## config.mk

```make
export PLATFORM = sky130hd
export DESIGN_NAME = down_timer_reload
export DESIGN_NICKNAME = d
export VERILOG_FILES = /design/src/rtl/down_timer_reload.sv
export SDC_FILE = /design/constraint.sdc
export NUM_CORES = 1
export LEC_CHECK = 0
export CORE_UTILIZATION = 47
export CTS_CLUSTER_SIZE = 25
export DETAILED_ROUTE_END_ITERATION = 12
export PLACE_DENSITY_LB_ADDON = 0.1
export SLEW_MARGIN = 10
export SYNTH_ARGS = -nofsm -noshare
export SYNTH_HDL_FRONTEND = slang
export SYNTH_SLANG_ARGS = --single-unit
```

## constraint.sdc

```tcl
create_clock -name clk -period 2.3 [get_ports clk]
set_clock_uncertainty 0.15 [all_clocks]
set_input_delay 0.575 -clock clk [delete_from_list [all_inputs] [get_ports clk]]
set_output_delay 0.575 -clock clk [all_outputs]
set_load 0.02 [all_outputs]
```

## src/rtl/down_timer_reload.sv

```systemverilog
// Programmable down counter with a one-cycle terminal-count pulse and an optional
// auto-reload mode. It can be used as a delay timer or as a divide-by-(N+1) tick source.
module down_timer_reload #(
  parameter int WIDTH = 4
) (
  input  logic             clk,
  input  logic             rst,
  input  logic             load,
  input  logic [WIDTH-1:0] load_val,
  input  logic             en,
  input  logic             auto_reload,
  output logic [WIDTH-1:0] q,
  output logic             busy,
  output logic             done
);

  typedef enum logic [1:0] {
    IDLE = 2'd0,
    RUN  = 2'd1,
    DONE = 2'd2
  } state_t;

  state_t           state_reg, state_next;
  logic [WIDTH-1:0] q_reg, q_next;
  logic [WIDTH-1:0] reload_reg, reload_next;

  always_ff @(posedge clk or posedge rst) begin
    if (rst) begin
      state_reg  <= IDLE;
      q_reg      <= '0;
      reload_reg <= '0;
    end else begin
      state_reg  <= state_next;
      q_reg      <= q_next;
      reload_reg <= reload_next;
    end
  end

  // A load overrides the state machine. A zero load value parks the counter
  // in IDLE, so the counter never enters RUN with q == 0.
  always_comb begin
    state_next  = state_reg;
    q_next      = q_reg;
    reload_next = reload_reg;
    if (load) begin
      reload_next = load_val;
      q_next      = load_val;
      state_next  = (load_val != '0) ? RUN : IDLE;
    end else begin
      case (state_reg)
        IDLE: begin
        end
        RUN: begin
          if (en) begin
            if (q_reg > WIDTH'(1)) begin
              q_next = q_reg - WIDTH'(1);
            end else begin
              q_next     = '0;
              state_next = DONE;
            end
          end
        end
        DONE: begin
          if (auto_reload && (reload_reg != '0)) begin
            q_next     = reload_reg;
            state_next = RUN;
          end else begin
            q_next     = '0;
            state_next = IDLE;
          end
        end
        default: begin
          q_next     = '0;
          state_next = IDLE;
        end
      endcase
    end
  end

  always_comb begin
    q    = q_reg;
    busy = 1'b0;
    done = 1'b0;
    case (state_reg)
      RUN:     busy = 1'b1;
      DONE:    done = 1'b1;
      default: begin
      end
    endcase
  end

endmodule

```

After elaboration in Yosys (flattened, before gate mapping)
Cells that the tools add are included.

operators by class
  add/subtract/negate cells = 1
  magnitude comparators = 1
  equal/unequal tests = 5
  muxes and demuxes = 13
  reductions and logical operators = 6

operators by type and width
  kind                   number
  $mux W4                4
  $pmux W4 S3            1
  $reduce_bool A4 Y1     2
  $mux W2                3
  $ne A3 B3 Y1 const B   2
  $pmux W2 S3            1
  $gt A4 B1 Y1 const B   1
  $mux W1                4
  $sub A4 B1 Y4 const B  1
  $reduce_and A3 Y1      1
  $eq A2 B1 Y1 const B   1
  $eq A2 B2 Y1 const B   1
  $logic_not A2 Y1       1
  $ne A2 B2 Y1 const B   1
  $reduce_and A2 Y1      1
  $logic_and A1 B1 Y1    1

word-level totals
  register bits = 10
  input port bits = 9
  output and inout port bits = 6
  word-level logic and storage cells = 29

Longest topological paths before layout
  depth after elaboration = 5
  gate-level depth with buffers = 6
  mapped depth without buffers = 6

Worst setup path before layout
No wires, ideal clock.

  path type = register to register
  start = register q_reg[0], in the netlist q[0]
  end = register state_reg[0]
  setup time = 124 ps
  arrival = 1484 ps
  data required time = 2026 ps
  slack = 542 ps
  cell stages (with the launch flop) = 7
  buffers on the path = 0
  clock period less this slack = 1758 ps
  path through = dfrtp_1 > inv_1 > ha_1 > nor2_1 > o31a_1 > o21a_1 > o31a_1

on the way
  longest elaborated chain between the ends = 3

RTL lines
  item                                line  source
  start, declared                     24    logic [WIDTH-1:0] q_reg, q_next;
  start signal, assigned              34    q_reg <= q_next;
  $gt A4 B1 Y1                        55    if (q_reg > WIDTH'(1)) begin
  $ne A3 B3 Y1 (no source line)       --
  $reduce_and A3 Y1 (no source line)  --
  end signal, assigned                33    state_reg <= state_next;
  end, declared                       23    state_t state_reg, state_next;

No other way between the ends.
A chain may end at the register's enable or synchronous reset.

Final worst setup path
  start = register state_reg[0]
  end = output done

on the way
  longest elaborated chain between the ends = 2

RTL lines
  item           line  source
  $eq A2 B2 Y1   84    case (state_reg)
  $mux W1        84
  end, declared  14    output logic done

No other way between the ends.

==> results.yml <==
critical_path:
  cp.required_ns: 1.57
  crit_fanout: 4
  path_cells: "inv_1, ha_1, dlygate4sd2_1"
  worstSetupPathType: "reg2out"
  cp-end-kind: "output port"
  cpMaxStageDelayCell: "dfrtp_1"
  cpPeakStageDelay_ns: 0.42
  worstPathArrival_ns: 1.33
  cp-start-kind: "flip-flop"
synthesis:
  yosysSeqAreaShare_pct: 38.83
  yosysWarnings: 0
  mappedNetlistArea_um2: 644.4
  synth.distinct_cells: 23
  syn_area_per_cell_um2: 8.950
  synth_top_cell_by_area: "dfrtp_1"
  synth_seq_cells: 10
  synthesis.instances: 72
  yosys.area.top_type_share_pct: 38.83
  synth_area_leaders: "dfrtp_1 39%, ha_1 12%, inv_1 7.0%"
  synth_fp_nets: 87
sta:
  tns_ns: 0
  timing.fmax_mhz: 487.0
  hold_violations: 0
  period_minus_slack_ns: 2.053
  rsz0062_at_grt: "no"
  slew_viol_final: 0
  setup_viol: 0
  period_share_pct: 89.27
  relSlewSlack_pct: 69.83
  tightest_slew_ns: 0.4411
cts:
  post_cts_buffers: 0
  htree_levels: 1
  cts_tree: "built"
  clkLatencyLatePin_ns: 0.26
  cts_root_buffer: "clkbuf_4"
  cts_resized: 2
  numClockSinks: 10
  hold_buffers: 0
  cts_buffer_depth: 2
  clk_pin_slew_worst_paths_ns: 0.07
  numCtsBuffers: 3
die:
  start_util_pct: 54.32
  core_area_mm2: 0.001186
  die_y_um: 39.03
  die_x_um: 39.03
  io_pins: 15
  die-area_mm2: 0.001523
  rows: 12
cells_and_area:
  fin_cells: 105
  area_delta_synth_final_pct: 31.46
  final_nets: 107
  fillers: 98
  drive_gt1_share_pct: 7.692
  final_cell_mix: "12 x inv_1, 12 x clkdlybuf4s50_1, 10 x dfrtp_1"
  diodes: 0
run:
  maxCapViolCount: 0
min_path:
  hold_class: "reg2reg"
grt:
  grt_pass1_vias: 551
  grt_usage_pct: 22.05
  grt_overflow: 0
  grt_pass1_wl_um: 2221
  antenna_found_initial: 0
  grt_start_max_net_pins: 14
power:
  p_per_area_mw_per_mm2: 1109
  vdd_drop_max_mv: 0.6173
  p_leak_nw: 0.3949
detailed_routing:
  viasPerCell: 5.590
  drc: 0
  first_iter_violations: 11
  antenna_left: 0
  routed_wl_um: 1329
  wl_per_cell_um: 12.66
  dr.pass1.iters: 4
  vias: 587
placement:
  gp_congestion: 0.8399
  port_buffers: 14
  dp_hpwl_um: 1110
  placed_cells: 101
run_status:
  status: "complete, no violations"
==> final cells by class <==
| cell class | count | area (um2) | share of cell area, % |
|---|---|---|---|
| inverters | 12 | 45.04 | 5.318 |
| clock buffers | 4 | 36.28 | 4.284 |
| multi-input cells | 49 | 345.3 | 40.77 |
| repair buffers | 16 | 152.6 | 18.02 |
| flip-flops and latches | 10 | 250.2 | 29.54 |
| well taps | 14 | 17.52 | 2.068 |
==> final timing paths <==
check | slack (ns) | endpoint | cells after the start | from
hold / removal | 0.42 | reload_reg[3] | 2 | reload_reg[3]
min in group asynchronous | 0.43 | state_reg[1] | 2 | rst
hold reg to reg | 0.42 | reload_reg[3] | 2 | reload_reg[3]
setup reg to reg | 0.50 | state_reg[0] | 6 | q[0]
setup / recovery | 0.25 | done | 3 | state_reg[0]
max in group asynchronous | 1.30 | q[0] | 2 | rst
==> per-stage QoR <==
step | utilization [%] | hold WS [ns] | total power (W) | setup WS [ns] | area, um2
global route | 71.41 | 0.4325 | 0.001023 | 0.1654 | 847.1
detailed placement | 68.57 | 0.4130 | 0.0007977 | 0.2625 | 813.3
floorplan | - | 0.2652 | 0.0006135 | 0.5418 | 644.4
CTS | 71.41 | 0.4283 | 0.0009448 | 0.2442 | 847.1
global placement | 68.57 | 0.3929 | 0.0007848 | 0.2901 | 813.3
finish | 71.41 | 0.4184 | 0.0009397 | 0.2468 | 847.1
==> cells in the mapped netlist <==
| cell | instances |
|---|---|
| clkbuf_1 | 1 |
| nand4b_1 | 1 |
| a2bb2oi_1 | 4 |
| inv_1 | 12 |
| nor2_1 | 2 |
| dfrtp_1 | 10 |
| nor4_1 | 3 |
| mux2_2 | 1 |
| nor3_1 | 1 |
| o41ai_1 | 1 |
| nand3b_1 | 1 |
| o21ai_0 | 4 |
| o31a_1 | 2 |
| a21oi_1 | 2 |
| ha_1 | 6 |
| a21o_1 | 1 |
| nand2_1 | 5 |
| a2111oi_0 | 1 |
| nand3_1 | 6 |
| o211ai_1 | 3 |
| a31oi_1 | 3 |
| nand2b_1 | 1 |
| o21a_1 | 1 |
==> per-layer routing <==
| layer | wire, um | share of wire (%) | GRT usage [%] | up-vias |
|---|---|---|---|---|
| li1 | - | - | - | 302 |
| met1 | 656 | 49 | 25.74 | 272 |
| met2 | 633 | 48 | 40.00 | 13 |
| met3 | 40 | 3.0 | 3.468 | 0 |
| met4 | 0 | 0 | 7.759 | 0 |
| met5 | 0 | 0 | 0 | - |
==> cells by family (layout without fill, tap and decap cells) <==
kind of cell / count (synthesis) / after routing / share of synthesized area, %
compound gates: 22 / 22 / 24.27
buf+inv: 13 / 32 / 7.572
simple gates: 20 / 20 / 15.92
fa+ha+maj: 6 / 6 / 11.65
mux: 1 / 1 / 1.747
flops: 10 / 10 / 38.83
==> critical path: cells and delay by family (launching register included) <==
kind | cells | cell delay [ns]
DFF | 1 | 0.42
adders and majority gates | 1 | 0.20
buffers and inverters | 2 | 0.44
==> report_power, final <==
part           internal (W)  switching [W]  total, W
clock network     0.0000960      0.0000588  0.000155
logic              0.000230       0.000282  0.000512
registers          0.000221      0.0000515  0.000273
(Power assumes the default switching activity.)
==> patch 1: new RTL, same flow settings <==
The 3 states of `state_t` get a one-hot encoding in 3 bits.
--- a/src/rtl/down_timer_reload.sv
+++ b/src/rtl/down_timer_reload.sv
@@ -15,8 +15,8 @@
 );
 
-  typedef enum logic [1:0] {
-    IDLE = 2'd0,
-    RUN  = 2'd1,
-    DONE = 2'd2
+  typedef enum logic [2:0] {
+    IDLE = 3'b001,
+    RUN  = 3'b010,
+    DONE = 3'b100
   } state_t;
 
Behaviour: same outputs for any inputs over 10 cycles, from zero or initial values and one cycle with rst high; not proved beyond that.
==> patch 1 against the unedited design <==
  * Area after synthesis is 5.8% higher
  * Die area is 5.5% higher
  * Total power fell by 1.8%
  * Setup slack got worse by 0.080 ns
  * Sequential cell count grew 1
  * Cell area is 3.4% higher
  * Routed wire length is 19% higher
  * Largest power group unchanged
  * Critical path depth down 2
==> patch 1: results (changes against the unedited design) <==
port bufs: 14 (unchanged)
CP arrival: 1.41 ns (was 1.33 ns)
Placer Congestion: 0.833 (was 0.840)
detailed placer's ending HPWL: 1170 um (was 1110 um)
combinational cell power: 0.470 mW (was 0.512 mW)
status: completed (unchanged)
met1 Track Usage GR: 0.280 (was 0.257)
global routing usage on met2: 0.411 (was 0.400)
leakage: 0.393 nW (was 0.395 nW)
cts bufs inserted: 3 (unchanged)
vias in the first global route: 579 (was 551)
share of cells above drive strength 1: 0.130 (was 0.0769)
Synth top cells by count: dfrtp_1, nand2_1, inv_1 (was inv_1, dfrtp_1, ha_1, nand3_1, nand2_1)
Clock Tree Buf Depth: 2 (unchanged)
FILL cells: 112 (was 98)
Seq/Total Area, Yosys: 0.406 (was 0.388)
Slew headroom: 0.650 (was 0.698)
Syn. warnings: 0 (unchanged)
Total Wirelength: 1580 um (was 1330 um)
Slowest-stage cell, CP: clkdlybuf4s50_1 (was dfrtp_1)
drt initial violations: 21 (was 11)
global-route usage over all layers: 0.238 (was 0.220)
first-pass GRT wire length: 2470 um (was 2220 um)
syn_nets: 85 (was 87)
Area after DPL: 848 um2 (was 813 um2)
Resize count post-CTS: 1 (was 2)
met3 usage: 0.0611 (was 0.0347)
Nets: 104 (was 107)
clock transition at the registers of the reported paths: 0.07 ns (about the same)
worst vdd ir: 0.680 mV (was 0.617 mV)
Seq pwr share: 0.345 (was 0.290)
Power Sequential: 0.318 mW (was 0.273 mW)
crit-path leading delay family: buffers and inverters (unchanged)
synth top area cells: dfrtp_1, nand2_1, a2bb2oi_1 (was dfrtp_1, ha_1, inv_1)
worst-path maximum fanout: 8 (was 4)
pin count of the biggest net entering global routing: 12 (was 14)
Sw Share: 0.407 (was 0.417)
synth unique cells: 29 (was 23)
vias post-DR: 627 (was 587)
CP max stage delay: 0.66 ns (was 0.42 ns)
patch 1: final cells by class:
type	count	area share
well taps	15	0.0214
repair buffers	16	0.179
inverters	8	0.0343
clock buffers	4	0.0300
multi-input cells	53	0.420
flip-flops and latches	11	0.316
patch 1: final timing paths:
| check | slack (ns) | end | depth (start not counted) | from |
|---|---|---|---|---|
| worst min-delay path | 0.41 | reload_reg[1] | 2 | reload_reg[1] |
| worst min register to register | 0.41 | reload_reg[1] | 2 | reload_reg[1] |
| min in group asynchronous | 0.45 | state_reg[1] | 2 | rst |
| max in group asynchronous | 1.21 | state_reg[0] | 2 | rst |
| worst max-delay path | 0.17 | q[2] | 1 | q[2] |
| worst max register to register | 0.36 | q[2] | 6 | q[0] |
patch 1: worst register-to-register path: stages (launching register included):
cell       delay [ns]
dfrtp_1          0.42
inv_1            0.11
ha_1             0.20
nor2_1           0.10
o31ai_1          0.45
a2bb2oi_1        0.27
o311ai_2         0.10
patch 1: routing by layer:
metal  share of wire  routed length (um)
met5               0                   0
met4           0.013                  21
met1            0.44                 694
met2            0.48                 751
met3           0.068                 107
patch 1: cell families (layout without fill, tap and decap cells):
logic type,Yosys count,after routing,share of synthesized area
AND/OR/NAND/NOR,26,26,0.231
buffers and inverters,10,28,0.0551
XOR/XNOR,2,2,0.0257
flip-flops,11,11,0.406
AO/OA/AOI/OAI,23,23,0.246
adder cells (fa/ha/maj),2,2,0.0367
patch 1: stage by stage:
step	setup WS, ns	util	instances	hold slack (ns)
finish	0.167	0.665	107	0.406
global route	0.105	0.665	107	0.434
CTS	0.0263	0.663	107	0.402
detailed placement	0.191	0.644	103	0.392
global placement	0.217	0.644	103	0.388
floorplan	0.541	-	74	0.277
==> patch 2: new RTL, config.mk and constraints unchanged <==
Made on the original files. Change the parameter `WIDTH` from 4 to 3.
--- a/src/rtl/down_timer_reload.sv
+++ b/src/rtl/down_timer_reload.sv
@@ -2,5 +2,5 @@
 // auto-reload mode. It can be used as a delay timer or as a divide-by-(N+1) tick source.
 module down_timer_reload #(
-  parameter int WIDTH = 4
+  parameter int WIDTH = 3
 ) (
   input  logic             clk,
Interface: changed (resized load_val and q); port bits go from 15 to 13. No check against the original RTL was run, so the function may have changed too.
==> patch 2 against the unedited design <==
  * Critical path depth did not move
  * Cell area fell by 16%
  * Critical path type unchanged
  * Area after synthesis fell by 16%
  * Routed wire length fell by 8.3%
  * Setup slack got worse by 0.064 ns
  * Sequential cell count fell by 2
  * Global-route usage fell by 0.10 points
  * Total power fell by 16%
==> patch 2: results (changes against the unedited design) <==
Worst Tran Pin Value: 0.434 ns (was 0.441 ns)
port bufs: 12 (was 14)
syn_nets: 70 (was 87)
vias post-DR: 484 (was 587)
vias in the first global route: 457 (was 551)
CP arrival: 1.39 ns (was 1.33 ns)
worst vdd ir: 0.611 mV (was 0.617 mV)
Nets: 88 (was 107)
share of cells above drive strength 1: 0.153 (was 0.0769)
pin count of the biggest net entering global routing: 10 (was 14)
status: completed (unchanged)
dpl cells: 82 (was 101)
synth unique cells: 26 (was 23)
clock transition at the registers of the reported paths: 0.05 ns (was 0.07 ns)
worst-path maximum fanout: 6 (was 4)
Synth top cells by count: dfrtp_1, ha_1, inv_1 (was inv_1, dfrtp_1, ha_1, nand3_1, nand2_1)
min-delay worst type: in2async (was reg2reg)
leakage: 0.330 nW (was 0.395 nW)
Final Non-Filler Cells: 85 (was 105)
Post-Synthesis Mean Instance Area: 9.72 um2 (was 8.95 um2)
first-pass GRT wire length: 1990 um (was 2220 um)
utilization after layout: 0.709 (was 0.714)
drt initial violations: 22 (was 11)
CP max stage delay: 0.37 ns (was 0.42 ns)
Seq/Total Area, Yosys: 0.368 (was 0.388)
global-route usage over all layers: 0.219 (was 0.220)
post-DR wirelength/cell: 14.3 um (was 12.7 um)
Area after DPL: 692 um2 (was 813 um2)
detailed placer's ending HPWL: 954 um (was 1110 um)
dpl ws: 0.165 ns (was 0.262 ns)
Placer Congestion: 0.838 (was 0.840)
synth top area cells: dfrtp_1, ha_1, mux2_2 (was dfrtp_1, ha_1, inv_1)
==> patch 2: cell types whose count changed in the layout (fill, tap and decap cells not counted), sizes merged, moves of 3 or more <==
cell / delta
o211ai: -3
a2bb2oi: -4
nand3: -5
nor4: -3
inv: -6
nand2: -3
nand4: +3
==> patch 2: worst paths after layout <==
path                                from             to  slack (ns)
max                         state_reg[1]           busy        0.18
min                                  rst   state_reg[1]        0.41
max reg2reg                 state_reg[1]   state_reg[1]        0.49
min reg2reg                reload_reg[2]  reload_reg[2]        0.41
max in group asynchronous            rst           q[1]        1.36
min in group clk           reload_reg[2]  reload_reg[2]        0.41
==> patch 2: worst register-to-register path, stage by stage, from the launching register on <==
cell	delay, ns
dfrtp_1	0.34
inv_1	0.09
ha_1	0.26
nor2b_1	0.16
nor2_1	0.34
a211oi_1	0.14
a41o_1	0.22
==> patch 2: cells by family after synthesis <==
logic type | after synthesis | share of synthesized area
AOI/OAI and AO/OA | 16 | 0.212
and+or+nand+nor | 16 | 0.172
DFF | 8 | 0.368
buffers and inverters | 7 | 0.0483
adders and majority gates | 6 | 0.138
muxes | 3 | 0.0621
==> patch 2: cell type report <==
cell class,count,share of cell area
multi-input cells,41,0.446
flip-flops and latches,8,0.281
repair buffers,14,0.186
clock buffers,3,0.0316
inverters,6,0.0316
well taps,13,0.0228
==> patch 2: power by group <==
| part | switching, mW | internal (mW) | total, mW |
|---|---|---|---|
| registers | 0.0463 | 0.186 | 0.232 |
| logic | 0.247 | 0.206 | 0.453 |
| clock network | 0.0441 | 0.0595 | 0.104 |
==> patch 2: metal layers <==
layer,track usage,vias to the layer above,share of wire
met2,0.350,14,0.50
met1,0.282,230,0.46
met5,0,-,0
li1,-,240,-
met4,0.0865,0,0
met3,0.0563,0,0.044
